`src/rtl/comm_ic_pkg.sv`:
```
// Shared definitions for the comm IC SPI blocks (master and target).
package comm_ic_pkg;

    localparam int SPI_DATA_W = 8;

    typedef enum logic {
        IDLE   = 1'b0,
        ACTIVE = 1'b1
    } spi_tgt_state_e;

endpackage

```
`src/rtl/sync_edge.sv`:
```
// Multi-stage synchronizer with rise/fall pulses taken from the last two synchronized samples.
module sync_edge #(
    parameter int   STAGES    = 2,
    parameter logic RESET_VAL = 1'b0
) (
    input  logic clk,
    input  logic reset_n,
    input  logic din,
    output logic sync,
    output logic rise,
    output logic fall
);

    logic [STAGES-1:0] chain;
    logic              prev;

    always_ff @(posedge clk or negedge reset_n) begin
        if (!reset_n) begin
            chain <= {STAGES{RESET_VAL}};
            prev  <= RESET_VAL;
        end else begin
            chain <= {chain[STAGES-2:0], din};
            prev  <= chain[STAGES-1];
        end
    end

    assign sync = chain[STAGES-1];
    assign rise = sync & ~prev;
    assign fall = ~sync & prev;

endmodule

```
`src/rtl/spi_target.sv`:
```
// SPI mode-0 target, MSB first: oversampled pins, received words as strobes,
// transmit words from a single-entry valid/ready buffer.
//
// state  | meaning
// IDLE   | SEN deasserted, MISO tri-stated, SCLK ignored
// ACTIVE | SEN asserted, shifting on synchronized SCLK edges
module spi_target
    import comm_ic_pkg::*;
#(
    parameter int                DATA_W      = SPI_DATA_W,
    parameter int                SYNC_STAGES = 2,
    parameter logic [DATA_W-1:0] IDLE_BYTE   = '0
) (
    input  logic              clk,
    input  logic              reset_n,
    input  logic              SEN,
    input  logic              SCLK,
    input  logic              MOSI,
    output logic              MISO,
    output logic              MISO_oe,
    input  logic [DATA_W-1:0] tx_data,
    input  logic              tx_valid,
    output logic              tx_ready,
    output logic [DATA_W-1:0] rx_data,
    output logic              rx_valid,
    output logic              busy,
    output logic              underrun
);

    localparam int               CNT_W    = $clog2(DATA_W);
    localparam logic [CNT_W-1:0] LAST_BIT = CNT_W'(DATA_W - 1);

    logic sen_sync, sen_rise, sen_fall;
    logic unused_sclk_level, sclk_rise, sclk_fall;
    logic mosi_sync;
    logic [SYNC_STAGES-1:0] mosi_chain;

    spi_tgt_state_e    state, state_nxt;
    logic [CNT_W-1:0]  bit_cnt, bit_cnt_nxt;
    logic [DATA_W-1:0] tx_shift, tx_shift_nxt;
    logic [DATA_W-1:0] rx_shift, rx_shift_nxt;
    logic [DATA_W-1:0] rx_data_nxt;
    logic              rx_valid_nxt, underrun_nxt;
    logic [DATA_W-1:0] buf_data, buf_data_nxt;
    logic              buf_full, buf_full_nxt;
    logic              consume, write;

    // SEN idles high so reset must not manufacture a select edge.
    sync_edge #(.STAGES(SYNC_STAGES), .RESET_VAL(1'b1)) u_sen_sync (
        .clk     (clk),
        .reset_n (reset_n),
        .din     (SEN),
        .sync    (sen_sync),
        .rise    (sen_rise),
        .fall    (sen_fall)
    );

    sync_edge #(.STAGES(SYNC_STAGES), .RESET_VAL(1'b0)) u_sclk_sync (
        .clk     (clk),
        .reset_n (reset_n),
        .din     (SCLK),
        .sync    (unused_sclk_level),
        .rise    (sclk_rise),
        .fall    (sclk_fall)
    );

    always_ff @(posedge clk or negedge reset_n) begin
        if (!reset_n) mosi_chain <= '0;
        else          mosi_chain <= {mosi_chain[SYNC_STAGES-2:0], MOSI};
    end

    assign mosi_sync = mosi_chain[SYNC_STAGES-1];
    assign write     = tx_valid && !buf_full;

    always_comb begin
        state_nxt    = state;
        bit_cnt_nxt  = bit_cnt;
        tx_shift_nxt = tx_shift;
        rx_shift_nxt = rx_shift;
        rx_data_nxt  = rx_data;
        rx_valid_nxt = 1'b0;
        underrun_nxt = 1'b0;
        consume      = 1'b0;

        case (state)
            IDLE: begin
                if (sen_fall) begin
                    state_nxt   = ACTIVE;
                    bit_cnt_nxt = '0;
                    consume     = 1'b1;
                end
            end
            ACTIVE: begin
                if (sen_rise) begin
                    state_nxt   = IDLE;
                    bit_cnt_nxt = '0;
                end else if (!sen_sync) begin
                    if (sclk_rise) begin
                        rx_shift_nxt = {rx_shift[DATA_W-2:0], mosi_sync};
                        if (bit_cnt == LAST_BIT) begin
                            bit_cnt_nxt  = '0;
                            rx_data_nxt  = {rx_shift[DATA_W-2:0], mosi_sync};
                            rx_valid_nxt = 1'b1;
                        end else begin
                            bit_cnt_nxt = bit_cnt + 1'b1;
                        end
                    end
                    // A falling edge at bit 0 closes a word: load the next one for bursts.
                    if (sclk_fall) begin
                        if (bit_cnt == '0) consume = 1'b1;
                        else               tx_shift_nxt = {tx_shift[DATA_W-2:0], 1'b0};
                    end
                end
            end
            default: state_nxt = IDLE;
        endcase

        // A consume sees the buffer as it was before any same-cycle write.
        if (consume) begin
            tx_shift_nxt = buf_full ? buf_data : IDLE_BYTE;
            underrun_nxt = !buf_full;
        end

        buf_full_nxt = (buf_full && !consume) || write;
        buf_data_nxt = write ? tx_data : buf_data;
    end

    always_ff @(posedge clk or negedge reset_n) begin
        if (!reset_n) begin
            state    <= IDLE;
            bit_cnt  <= '0;
            tx_shift <= '0;
            rx_shift <= '0;
            rx_data  <= '0;
            rx_valid <= 1'b0;
            underrun <= 1'b0;
            buf_data <= '0;
            buf_full <= 1'b0;
        end else begin
            state    <= state_nxt;
            bit_cnt  <= bit_cnt_nxt;
            tx_shift <= tx_shift_nxt;
            rx_shift <= rx_shift_nxt;
            rx_data  <= rx_data_nxt;
            rx_valid <= rx_valid_nxt;
            underrun <= underrun_nxt;
            buf_data <= buf_data_nxt;
            buf_full <= buf_full_nxt;
        end
    end

    assign busy     = (state == ACTIVE);
    assign MISO_oe  = (state == ACTIVE);
    assign MISO     = (state == ACTIVE) && tx_shift[DATA_W-1];
    assign tx_ready = !buf_full;

endmodule
```
`config.mk`:
```
export PLATFORM = sky130hd
export DESIGN_NAME = spi_target
export DESIGN_NICKNAME = d
export VERILOG_FILES = /design/src/rtl/comm_ic_pkg.sv /design/src/rtl/sync_edge.sv /design/src/rtl/spi_target.sv
export SDC_FILE = /design/constraint.sdc
export NUM_CORES = 1
export LEC_CHECK = 0
export CAP_MARGIN = 10
export CORE_AREA = 2 2 77 71
export CTS_CLUSTER_SIZE = 28
export DETAILED_ROUTE_END_ITERATION = 10
export DIE_AREA = 0 0 79 73
export HOLD_SLACK_MARGIN = 0.03
export SYNTH_ARGS = -nofsm -noshare
export SYNTH_HDL_FRONTEND = slang
export SYNTH_SLANG_ARGS = --single-unit
```
`constraint.sdc`:
```
create_clock -name clk -period 3.6 [get_ports clk]
set_input_delay 0.72 -clock clk [delete_from_list [all_inputs] [get_ports clk]]
set_output_delay 0.72 -clock clk [all_outputs]
set_load 0.02 [all_outputs]
```
==> metrics.csv <==
stage,metric,value,unit
run_status,outcome,"complete, no violations",
critical_path,Crit. End Element,output port,
die,DIE WIDTH,79,µm
clock_network,# clock sinks,46,
synth,share of flip-flops with an asynchronous set or reset,100,%
drt,First-pass DRT Iterations,4,
synth,Synth Instances,148,
clock_network,Hold Buf Count CTS,0,
global_routing,largest net degree at the start of global routing,47,
layout,final non-filler cell area,2340,µm²
global_routing,first-pass GRT wire length,5.75,mm
global_routing,initial antenna violation count,0,
synth,sequential share of the synthesized area,59.7,%
die,Cell Rows,25,
pwr,pwr dens,516,nW/µm²
timing,Slew @ Worst Pin,1210,ps
layout,nets@finish,191,
synth,Netlist Area Pre-Place,1930,µm²
drt,Remaining DRCs,0,
timing,fmax,0.433,GHz
timing,crit share post-route,64.1,%
layout,post-route insts no fill,242,
drt,DR iter-0 viols,107,
critical_path,worst-path fanout max,12,
timing,Slew Limit Headroom,18.4,%
die,starting density of the core,38.2,%
clock_network,clock slew at reported path FFs,80,ps
timing,Final WS setup,1290,ps
pwr,LEAKAGE,1.06,nW
synth,"FF+latch count, synth",46,
clock_network,CTS max path bufs,2,
pwr,"IR drop worst, VDD",0.260,mV
timing,hold slack,354,ps
synth,ys flop type,dfrtp_1,
synth,average size of a mapped cell,13.1,µm²
die,core area,5070,µm²
global_routing,grt total ovfl,0,
timing,post-layout minimum cycle time,2310,ps
synth,"area leader, netlist",dfrtp_1,
global_routing,met3 global-route usage,3.84,%
drt,total wire length,3.31,mm
die,die area,5770,µm²
drt,DR vias,1165,
layout,P&R area growth vs syn,20.8,%
job,max cap viols,0,
layout,fraction of layout cells with a size suffix above 1,21.7,%
global_routing,Most Crowded Layer GR,met2,
clock_network,H-tree levels,2,
timing,"Slew Viols, Final",0,
place,Port Buffers,27,
critical_path,Startpoint Class,flop,
place,cell count after placement,234,
die,die height,73,µm
global_routing,M1 GR Usage,17.0,%
synth,"EDFF count, synth",0,
synth,"Distinct cells, synth",33,
place,pre-CTS setup slack,1530,ps
synth,top-count cell post-synth,dfrtp_1,
clock_network,"Clk Latency, worst-skew pair",290,ps
global_routing,gr usage total,13.2,%
global_routing,vias in the first global route,1178,
place,GP Congestion,0.730,
critical_path,crit path kind,flop to output port,
clock_network,CTS Buf Count,5,
drt,post-route ant nets,0,
synth,area share of the largest cell type after synthesis,55.6,%
synth,Synth top cells by count,"43 x dfrtp_1, 15 x mux2_2, 14 x inv_1",
clock_network,# resized after CTS,0,
place,post-DP HPWL,2.31,mm
timing,skew final,1.27,ps
clock_network,CTS tree,yes,
timing,unrepaired setup endpoints after global routing,false,
timing,final setup TNS,0,ps
place,post-place instance area,2240,µm²
synth,warnings from Yosys,0,
drt,Avg WL per Cell,13.7,µm
critical_path,CP required,2880,ps
drt,number of vias per cell,4.81,
synth,Area contributors post-synth,"dfrtp_1 56%, mux2_2 8.7%, o311ai_2 5.9%, dfstp_2 4.1%, inv_1 2.7%",
min_path,Min-Delay Path Class,flop to flop,
layout,antenna cells,0,
clock_network,root buf cell,clkbuf_8,
timing,Final Hold Vio Count,0,
global_routing,M2 GR Usage,20.7,%
timing,Final setup viols,0,
critical_path,CP arrival,1590,ps
synth,Post-Syn Nets,165,
clock_network,postcts setup bufs,0,
die,Top Ports,28,
==> final cells by class <==
type / instances / area, µm²
repair buffers: 28 / 273
flip-flops and latches: 46 / 1150
clock inverters: 1 / 5.00
clock buffers: 7 / 86.3
well taps: 67 / 83.8
fillers: 503 / 2730
multi-input cells: 79 / 681
inverters: 14 / 52.6
==> state kept, by name, indices dropped and copies added (netlist names) <==
name and cells:
u_sclk_sync.prev 1, u_sclk_sync.chain 2, rx_valid 1, buf_full 1, buf_data 8, tx_shift 8
u_sen_sync.chain 2, bit_cnt 3, rx_shift 7, mosi_chain 2, rx_data 8, MISO_oe 1
u_sen_sync.prev 1, underrun 1
==> report_power, final <==
group / internal [W] / switching, W
Clock: 0.000155 / 0.000160
Combinational: 0.000102 / 0.000125
Sequential: 0.000613 / 0.0000518
Total: 0.000869 / 0.000337
==> cells in the final DEF (no fill, tap or decap), drive strengths merged, types with 2 or more instances in the layout <==
cell type       n
dfstp           3
o21ai           9
dfrtp          43
nor2b           2
nand2b          2
a21o            2
nand2           9
nor4bb          2
nand3           8
clkdlybuf4s50  26
nand4           7
buf             2
clkbuf          7
ha              3
o311ai          7
nor2            2
inv            14
mux2           16
==> critical path, stage by stage, from the launching register on <==
cell,delay [ps]
dfrtp_1,510
and2_1,180
clkdlybuf4s50_1,600
==> per-layer routing <==
layer / part of all wire, % / wire, µm
met5: 0 / 0
met4: 1.4 / 47
met3: 3.3 / 109
met2: 50 / 1660
met1: 45 / 1490
==> worst paths after layout <==
path | startpoint | endpoint | slack (ps) | cells past startpoint
max reg2reg | MISO_oe | tx_shift[2] | 1530 | 3
min | u_sclk_sync.chain[0] | u_sclk_sync.chain[1] | 350 | 0
max | MISO_oe | MISO | 1290 | 2
min in group asynchronous | reset_n | buf_data[5] | 590 | 1
min reg2reg | u_sclk_sync.chain[0] | u_sclk_sync.chain[1] | 350 | 0
max in group asynchronous | reset_n | rx_data[2] | 2390 | 1
==> per-stage QoR <==
stage / util (%) / total power (W)
after global placement: 44.3 / 0.000892
after detailed placement: 44.3 / 0.000906
final: 46.1 / 0.00121
after floorplan: - / 0.000818
after CTS: 46.1 / 0.00123
after global routing: 46.1 / 0.00129
==> cell families after synthesis <==
logic type	after synthesis	share of synthesized area [%]
muxes	17	9.83
DFF	46	59.7
adders and majority gates	4	2.46
and+or+nand+nor	37	11.6
buffers and inverters	23	5.43
AOI/OAI and AO/OA	21	10.9
Note: power is estimated with default switching activity, not from simulation.
